[config.mk]
export PLATFORM = sky130hd
export DESIGN_NAME = lcd_fb_fetch_flat
export DESIGN_NICKNAME = d
export VERILOG_FILES = /design/src/rtl/lcd_fb_fetch_if.sv /design/src/rtl/lcd_fb_fetch.sv /design/src/flat_wrapper.sv
export SDC_FILE = /design/constraint.sdc
export NUM_CORES = 1
export LEC_CHECK = 0
export CORE_MARGIN = 3
export CORE_UTILIZATION = 62
export CTS_BUF_LIST = sky130_fd_sc_hd__clkbuf_2 sky130_fd_sc_hd__clkbuf_4 sky130_fd_sc_hd__clkbuf_8
export CTS_CLUSTER_DIAMETER = 80
export DETAILED_ROUTE_END_ITERATION = 8
export PLACE_DENSITY = 0.92
export SETUP_SLACK_MARGIN = 0.1
export SLEW_MARGIN = 15
export SYNTH_ARGS = -nofsm -noshare
export SYNTH_HDL_FRONTEND = slang
export SYNTH_SLANG_ARGS = --single-unit
[constraint.sdc]
create_clock -name clk -period 6.2 [get_ports clk]
set_input_delay 1.86 -clock clk [delete_from_list [all_inputs] [get_ports clk]]
set_output_delay 1.86 -clock clk [all_outputs]
set_load 0.01 [all_outputs]
[src/rtl/lcd_fb_fetch_if.sv]
// lcd_fb_fetch_if: burst read port between the frame-buffer fetcher and the bus master
interface lcd_fb_fetch_if;
    logic        mreq;
    logic [31:0] maddr;
    logic [4:0]  mlen;
    logic        mgnt;
    logic        mrvalid;
    logic [31:0] mrdata;
    modport master (output mreq, maddr, mlen, input mgnt, mrvalid, mrdata);
    modport slave  (input mreq, maddr, mlen, output mgnt, mrvalid, mrdata);
endinterface

[src/rtl/lcd_fb_fetch.sv]
// lcd_fb_fetch: per-frame burst fetcher feeding a show-ahead pixel FIFO
// underflow is a registered pulse, one cycle after the offending pull
module lcd_fb_fetch #(
    parameter int DEPTH = 32,
    parameter int BURST = 8,
    parameter int FW    = 20
) (
    input  logic                   clk,
    input  logic                   rst,
    input  logic                   lcden,
    input  logic                   vevent,
    input  logic [31:0]            upbase,
    input  logic [FW-1:0]          frame_words,
    lcd_fb_fetch_if.master         mem,
    input  logic                   pull,
    output logic                   fifoempty,
    output logic [31:0]            rdata,
    output logic [$clog2(DEPTH):0] fifocount,
    output logic                   frame_done,
    output logic                   underflow
);
    localparam int AW = $clog2(DEPTH);
    typedef enum logic [1:0] {IDLE, REQ, DATA, DRAIN} state_t;
    state_t state, state_d;
    logic [31:0] fifo_mem [DEPTH];
    logic [AW-1:0] wptr, rptr;
    logic [31:0] addr, maddr;
    logic [FW-1:0] remaining;
    logic [4:0] len, mlen, beats;
    logic [AW:0] space;
    logic stale, start, push, pop, last_beat;
    assign len = (remaining < FW'(BURST)) ? remaining[4:0] : 5'(BURST);
    assign space = (AW+1)'(DEPTH) - fifocount;
    assign fifoempty = (fifocount == '0);
    assign rdata = fifoempty ? '0 : fifo_mem[rptr];
    assign mem.mreq = (state == REQ);
    assign mem.maddr = maddr;
    assign mem.mlen = mlen;
    // beats landing in the vevent cycle belong to the old frame
    assign push = (state == DATA) && mem.mrvalid && !vevent;
    assign pop = pull && !fifoempty && !vevent;
    assign last_beat = mem.mrvalid && (beats == 5'd1);
    assign start = (state == IDLE) && lcden && !vevent && (remaining != '0)
                   && (int'(space) >= int'(len));
    always_comb begin
        state_d = state;
        case (state)
            IDLE:    state_d = start ? REQ : IDLE;
            REQ:     state_d = !mem.mgnt ? REQ : (stale || vevent) ? DRAIN : DATA;
            DATA:    state_d = last_beat ? IDLE : vevent ? DRAIN : DATA;
            DRAIN:   state_d = last_beat ? IDLE : DRAIN;
            default: state_d = IDLE;
        endcase
    end
    always_ff @(posedge clk) begin
        if (rst) begin
            state      <= IDLE;
            stale      <= 1'b0;
            addr       <= '0;
            maddr      <= '0;
            mlen       <= '0;
            beats      <= '0;
            remaining  <= '0;
            frame_done <= 1'b1;
            underflow  <= 1'b0;
            wptr       <= '0;
            rptr       <= '0;
            fifocount  <= '0;
        end else begin
            state     <= state_d;
            underflow <= pull && fifoempty && !frame_done;
            // a request already on the bus cannot be withdrawn, so remember it went stale
            stale     <= (state == REQ) && !mem.mgnt && (stale || vevent);
            if (start) begin
                maddr <= addr;
                mlen  <= len;
            end
            if (state == REQ && mem.mgnt)
                beats <= mlen;
            else if ((state == DATA || state == DRAIN) && mem.mrvalid)
                beats <= beats - 5'd1;
            if (vevent) begin
                addr       <= upbase & ~32'd3;
                remaining  <= frame_words;
                frame_done <= (frame_words == '0);
            end else if (state == REQ && mem.mgnt && !stale) begin
                addr      <= addr + {25'd0, mlen, 2'b00};
                remaining <= remaining - FW'(mlen);
                if (remaining == FW'(mlen))
                    frame_done <= 1'b1;
            end
            if (vevent) begin
                wptr      <= '0;
                rptr      <= '0;
                fifocount <= '0;
            end else begin
                if (push)
                    wptr <= wptr + AW'(1);
                if (pop)
                    rptr <= rptr + AW'(1);
                fifocount <= fifocount + (AW+1)'(push) - (AW+1)'(pop);
            end
        end
    end
    always_ff @(posedge clk) begin
        if (push)
            fifo_mem[wptr] <= mem.mrdata;
    end
endmodule
[src/flat_wrapper.sv]
// flat-port wrapper written by rule: the top's interface ports become plain ports
module lcd_fb_fetch_flat 
#(
    parameter int DEPTH = 32,
    parameter int BURST = 8,
    parameter int FW    = 20
)
  (clk, rst, lcden, vevent, upbase, frame_words, pull, fifoempty, rdata, fifocount, frame_done, underflow, mem_mreq, mem_maddr, mem_mlen, mem_mgnt, mem_mrvalid, mem_mrdata);
  lcd_fb_fetch_if mem_i ();
  input  logic clk;
  input  logic rst;
  input  logic lcden;
  input  logic vevent;
  input  logic [31:0] upbase;
  input  logic [FW-1:0] frame_words;
  input  logic pull;
  output logic fifoempty;
  output logic [31:0] rdata;
  output logic [$clog2(DEPTH):0] fifocount;
  output logic frame_done;
  output logic underflow;
  output wire logic [$bits(mem_i.mreq)-1:0] mem_mreq;
  output wire logic [$bits(mem_i.maddr)-1:0] mem_maddr;
  output wire logic [$bits(mem_i.mlen)-1:0] mem_mlen;
  input wire logic [$bits(mem_i.mgnt)-1:0] mem_mgnt;
  input wire logic [$bits(mem_i.mrvalid)-1:0] mem_mrvalid;
  input wire logic [$bits(mem_i.mrdata)-1:0] mem_mrdata;
  assign mem_mreq = mem_i.mreq;
  assign mem_maddr = mem_i.maddr;
  assign mem_mlen = mem_i.mlen;
  assign mem_i.mgnt = mem_mgnt;
  assign mem_i.mrvalid = mem_mrvalid;
  assign mem_i.mrdata = mem_mrdata;
  lcd_fb_fetch #(.DEPTH(DEPTH), .BURST(BURST), .FW(FW)) u_core (.clk(clk), .rst(rst), .lcden(lcden), .vevent(vevent), .upbase(upbase), .frame_words(frame_words), .mem(mem_i), .pull(pull), .fifoempty(fifoempty), .rdata(rdata), .fifocount(fifocount), .frame_done(frame_done), .underflow(underflow));
endmodule
==> results of run 1 <==
==> layout by cell type (no fill, tap or decap), types with 29 or more instances in the layout <==
| cell type | instances |
|---|---|
| nand2_1 | 39 |
| nor2b_1 | 36 |
| clkinv_1 | 49 |
| clkdlybuf4s50_1 | 157 |
| o22ai_1 | 37 |
| ha_1 | 33 |
| clkbuf_4 | 50 |
| a21oi_1 | 66 |
| nor2_1 | 70 |
| nand4_1 | 52 |
| o21ai_0 | 29 |
| nor2_4 | 32 |
| clkbuf_8 | 176 |
| buf_4 | 91 |
| inv_1 | 49 |
| mux4_2 | 288 |
| o31ai_1 | 34 |
| dfxtp_1 | 112 |
| a211oi_1 | 50 |
| edfxtp_1 | 1024 |
==> layout make-up <==
type	count	area, µm²	area share [%]
clock buffer	226	2800	5.36
sequential	1140	33100	63.4
clock inverter	80	464	0.889
inverter	51	195	0.374
tap	950	1190	2.28
multi-input combinational	1024	11600	22.3
timing repair buffer	283	2840	5.43
antenna	5	12.5	0.0240
==> cell usage after synthesis, drive strengths merged (3+ instances only) <==
library cell,instances
a2111oi,32
a211oi,50
a21oi,66
a31oi,5
and2,5
and3,11
buf,62
clkbuf,81
dfxtp,116
edfxtp,1024
fa,3
ha,33
inv,51
mux2i,12
mux4,288
nand2,39
nand2b,9
nand3,19
nand3b,7
nand4,52
nand4b,4
nor2,103
nor2b,36
nor3,16
nor3b,3
nor4,16
nor4b,4
o2111ai,6
o211ai,7
o21a,5
o21ai,29
o22ai,37
o31ai,34
or2,3
or3,6
or4,11
or4b,3
xnor2,17
xor2,27
==> cells by family (layout without fill, tap and decap cells) <==
logic type / Yosys count / in the layout
AO/OA/AOI/OAI: 289 / 289
XOR/XNOR: 44 / 44
adder cells (fa/ha/maj): 36 / 36
buffers and inverters: 194 / 640
flip-flops: 1140 / 1140
multiplexers: 300 / 300
other: 2 / 8
AND/OR/NAND/NOR: 352 / 352
==> flip-flops by register name, indices dropped and copies added, names as in the netlist, named ones only <==
| signal | flops |
|---|---|
| u_core.fifo_mem | 1024 |
| u_core.addr | 30 |
| u_core.mem.maddr | 30 |
| u_core.remaining | 20 |
| u_core.fifocount | 6 |
| u_core.beats | 5 |
| u_core.mem.mlen | 5 |
| u_core.rptr | 5 |
| u_core.wptr | 5 |
| u_core.state | 2 |
| u_core.frame_done | 1 |
| u_core.stale | 1 |
| u_core.underflow | 1 |
==> timing repair <==
action,4_1_cts,5_1_grt
hold buffers,0,0
gates resized for setup,3,3
buffers inserted,10,0
endpoints found under the setup margin,13,3
==> how the worst max path moves through the flow <==
stage                          from                endpoint  slack (ns)  depth (start not counted)
after CTS                 flip-flop               rdata[28]        0.09                          8
after global placement    flip-flop               rdata[28]        0.85                          8
after detailed placement  flip-flop               rdata[28]        0.78                          8
after floorplan              vevent  u_core.fifo_mem[31][0]        1.30                          4
final                     flip-flop               rdata[30]        0.10                          8
after global routing      flip-flop               rdata[20]        0.10                          7
==> worst max-delay path: stages, from the launching register on <==
cell and delay, ns:
dfxtp_1 0.74, buf_4 0.35, nor2_1 0.09, nand2_1 0.10, buf_4 0.33, o22ai_1 0.17, a2111oi_0 0.78, buf_4 0.27
clkdlybuf4s50_1 0.56
==> metal layers <==
metal	up-vias	part of all wire [%]	global-route usage, %
met5	-	0.024	0
met2	2641	49	53.3
li1	10411	-	-
met3	591	12	8.63
met1	13479	32	42.2
met4	4	7.1	19.6
==> power by group <==
group          internal [mW]  leakage [nW]  total, mW  switching (mW)
clock network           3.10          1.72       6.02            2.92
registers               8.43          10.2       8.52          0.0894
logic                   1.06          4.25       2.43            1.37
==> metrics by stage <==
stage          hold slack (ns)  area [µm²]
3_3_place_gp             0.454       48900
5_1_grt                  0.494       52200
4_1_cts                  0.474       52200
2_1_floorplan            0.463       45200
3_5_place_dp             0.466       48900
6_report                 0.478       52200
==> flow_summary.json, run 1 <==
{
  "setup_violations": 0,
  "layout_setup_ws_ns": 0.105,
  "post-route-min-period_ns": 6.10,
  "place.detailed.hpwl_mm": 72.2,
  "setup_tns_ns": 0,
  "vdd_drop_max_v": 0.000190,
  "synth_cells": 2357,
  "grt_overflow": 0,
  "drtIter0Drc": 4498,
  "die_w_um": 276,
  "ant_nets": 0,
  "synth_xor_area_share_pct": 0.852,
  "ys.warnings.count": 0,
  "r2r_setup_slack_ns": 2.21,
  "required_ns": 4.34,
  "routed_wl_mm": 127,
  "clock-root-buffer": "clkbuf_8",
  "cts_num_sinks": 1140,
  "skew_ns": 0.0489,
  "cts_buffer_depth": 3,
  "drive_above_1_share_pct": 26.0,
  "port_buffers": 165,
  "outcome": "finished, final reports clean",
  "power.density_mw_per_mm2": 325,
  "drv_slew": 0,
  "start_util_pct": 63.0,
  "area_growth_pct": 15.4,
  "rr_worst_depth": 14,
  "min_path_type": "reg -> reg",
  "fmax_ghz": 0.164,
  "p_leak_nw": 16.1,
  "stdcell_count": 3759,
  "nets": 2796,
  "yosysUniqueCellTypes": 65,
  "hold_end": "u_core.mem.maddr[2]",
  "async_reset_ff_share_pct": 0,
  "synth_edf_count": 1024,
  "fillers": 3710,
  "cp_max_fo": 21,
  "synth_area_per_cell_um2": 19.2,
  "grt_pass1_wl_mm": 185,
  "final_core_util_pct": 72.7,
  "hold_viol": 0,
  "die_h_um": 276,
  "slew_headroom_pct": 18.4,
  "synthMuxAreaShare_pct": 14.6,
  "cts_tree": "yes",
  "syn_area_mm2": 0.0452,
  "first_pass_iters": 8,
  "rsz0062_at_grt": "no",
  "rr_endpoint": "u_core.fifocount[5]",
  "ys_ff_latch": 1140,
  "clock_latency_ns": 0.84,
  "maxCapViolCount": 0,
  "grt_usage_pct": 33.5,
  "antenna_found_initial": 6,
  "htreeDepth": 4,
  "criticalPathCategory": "reg -> out",
  "ios": 170,
  "synthTopCellsByArea": "edfxtp_1, mux4_2, dfxtp_1",
  "grt_pass1_vias": 27390,
  "min_period_over_period_pct": 98.3,
  "whs_path_depth": 2,
  "cts_made_buffers": 169,
  "yosys.area_share.simple_pct": 4.25,
  "yosysTopAreaCell": "edfxtp_1",
  "seq_area_frac_synth_pct": 73.1,
  "ys.flop_type": "edfxtp_1",
  "drc": 0,
  "worst_pin_slew_ns": 1.22,
  "rows": 98,
  "dieArea_mm2": 0.0762,
  "critPathLaunchType": "flip-flop",
  "core-area_mm2": 0.0719,
  "place_ws_ns": 0.781,
  "synth_top_family_by_area": "multiplexers",
  "vias": 27126,
  "synthAdderAreaFrac_pct": 1.05,
  "gp_congestion": 0.877,
  "dp_cells": 3438,
  "vias_per_cell": 7.22,
  "reg2reg_from": "u_core.fifocount[2]",
  "grt_start_max_net_pins": 80,
  "crit_arrival_ns": 4.24,
  "cp-end-kind": "primary output",
  "clkTransAtPathRegs_ns": 0.06,
  "power_mw": 17.0,
  "synth.top_cell.area_share_pct": 68.0,
  "synth_compound_area_share_pct": 4.32,
  "hp-start": "u_core.mem.maddr[2]",
  "wl_per_cell_um": 33.8
}
Note: power is estimated with default switching activity, not from simulation.
==> run 2: changes to the inputs <==
--- a/config.mk
+++ b/config.mk
@@ -11,7 +11,9 @@
 export CTS_CLUSTER_DIAMETER = 80
 export DETAILED_ROUTE_END_ITERATION = 8
 export PLACE_DENSITY = 0.92
+export REMOVE_ABC_BUFFERS = 1
 export SETUP_SLACK_MARGIN = 0.1
+export SKIP_LAST_GASP = 1
 export SLEW_MARGIN = 15
 export SYNTH_ARGS = -nofsm -noshare
 export SYNTH_HDL_FRONTEND = slang
==> run 2 against run 1 <==
Effect of this change: power decreased by 0.79%; worst setup slack gained 0.14 ns; combinational power shrank 6%; via count shrank 3.6%; critical path type unchanged; flip-flop and latch count stayed put; first-iteration DRC count shrank 23%.
==> flow_summary.json, run 2 (synthesis gave the netlist of run 1 again) <==
{
  "first_pass_iters": 6,
  "grt_pass1_wl_mm": 175,
  "cp-end-kind": "primary output",
  "required_ns": 4.34,
  "clock_latency_ns": 0.84,
  "p_leak_nw": 16.1,
  "fin_area_mm2": 0.0521,
  "place.detailed.hpwl_mm": 72.3,
  "grt_start_max_net_pins": 59,
  "clock-root-buffer": "clkbuf_8",
  "nets": 2791,
  "grt_overflow": 0,
  "die_h_um": 276,
  "fmax_ghz": 0.168,
  "cts_made_buffers": 172,
  "clkTransAtPathRegs_ns": 0.06,
  "skew_ns": 0.0353,
  "drv_slew": 0,
  "min_period_over_period_pct": 96.1,
  "grt_pass1_vias": 26940,
  "dieArea_mm2": 0.0762,
  "worst_pin_slew_ns": 1.20,
  "worstPathCellList": "buf_12 -> buf_12 -> mux4_2 -> mux4_2 -> nor2b_1 -> a2111oi_0 -> clkdlybuf4s50_1",
  "vias": 26159,
  "power_mw": 16.8,
  "place_area_mm2": 0.0487,
  "multiInputGateArea_mm2": 0.0116,
  "regArea_mm2": 0.0331,
  "outcome": "finished, final reports clean",
  "power.density_mw_per_mm2": 323,
  "die_w_um": 276,
  "top_register": "u_core.fifo_mem",
  "hp-start": "u_core.mem.maddr[18]",
  "cp_top_family": "buffers and inverters",
  "critPathBufInv": 3,
  "cts_buffer_depth": 3,
  "drtIter0Drc": 3466,
  "post-route-min-period_ns": 5.96,
  "maxCapViolCount": 0,
  "reg2reg_from": "u_core.remaining[11]",
  "drive_above_1_share_pct": 26.3,
  "top_regs": "u_core.fifo_mem x1024, u_core.addr x30, u_core.mem.maddr x30",
  "grt_usage_pct": 31.3,
  "dp_cells": 3434,
  "rsz0062_at_grt": "no",
  "gp_congestion": 0.890,
  "cp_max_fo": 32,
  "vias_per_cell": 6.99,
  "antenna_found_initial": 8,
  "area_growth_pct": 15.1,
  "crit_arrival_ns": 4.10,
  "port_buffers": 165,
  "critPathSlowestCell": "a2111oi_0",
  "drc": 0,
  "routed_wl_mm": 119,
  "min_path_type": "reg -> reg",
  "rows": 98,
  "critPathLaunchType": "flip-flop",
  "ant_nets": 0,
  "slew_headroom_pct": 20.0,
  "criticalPathCategory": "reg -> out",
  "stdcell_count": 3741,
  "ios": 170,
  "final_common_cell": "edfxtp_1",
  "hold_buffers": 0,
  "setup_violations": 0,
  "start_util_pct": 63.0,
  "largest_reg_flops": 1024,
  "layout_setup_ws_ns": 0.240,
  "critPathMaxStageDelay_ns": 0.74,
  "cts_num_sinks": 1140,
  "final_core_util_pct": 72.4,
  "cts_tree": "yes",
  "core-area_mm2": 0.0719,
  "vdd_drop_max_v": 0.000254,
  "htreeDepth": 4,
  "wl_per_cell_um": 31.9,
  "most-common-layout-cells": "edfxtp_1, mux4_2, clkbuf_8",
  "hold_viol": 0,
  "place_ws_ns": 0.830,
  "fillers": 3831
}
[run 2: changes by cell type in the layout (fill, tap and decap cells not counted), moves of 5 or more]
cell,before,now
buf_12,27,13
clkinv_2,19,13
buf_4,91,97
clkbuf_4,50,68
clkinv_1,49,25
inv_8,0,5
[run 2: worst paths after layout]
path	cells after the start	to	slack, ns
worst max-delay path	7	rdata[8]	0.24
worst min-delay path	2	u_core.mem.maddr[18]	0.47
worst max register to register	10	u_core.mem.mlen[3]	2.27
worst min register to register	2	u_core.mem.maddr[18]	0.47
[run 2: per-stage QoR]
stage	TNS (ns)	hold WS, ns
finish	0	0.470
global route	0	0.490
CTS	0	0.471
detailed placement	0	0.463
global placement	0	0.460
floorplan	-199.15	0.457
[run 2: layer usage]
layer	wire length [µm]	part of all wire [%]	global-route usage, %	vias up
met5	28	0.023	0	-
met4	6260	5.3	15.8	6
met3	13700	11	8.07	419
met2	59700	50	51.3	2200
met1	39500	33	39.2	13126
li1	-	-	-	10408
[run 2: layout make-up]
class	count	share of cell area, %
antenna	3	0.0144
inverter	51	0.375
timing repair buffer	275	5.01
multi-input combinational	1024	22.4
sequential	1140	63.6
clock buffer	243	5.61
tap	950	2.28
clock inverter	55	0.774
[run 2: worst register-to-register path, cell delays in order, from the launching register on]
cell and delay [ns]:
dfxtp_1 0.34, or4_1 0.63, or4_1 0.60, nor2_2 0.30, nand2_1 0.13, ha_1 0.32, a2111o_1 0.43, a311oi_4 0.30
buf_4 0.41, nor3_1 0.15, a211oi_1 0.25
[run 2: repair_timing]
item	4_1_cts	5_1_grt
endpoints found under the setup margin	6	5
gates resized for setup	6	3
buffers inserted	5	1
[run 2: power by group]
| group | total [mW] | internal, mW | leakage (nW) | switching, mW |
|---|---|---|---|---|
| Sequential | 8.52 | 8.43 | 10.2 | 0.0907 |
| Combinational | 2.28 | 1.01 | 4.18 | 1.27 |
| Clock | 6.03 | 3.17 | 1.77 | 2.86 |
| Total | 16.8 | 12.6 | 16.1 | 4.22 |
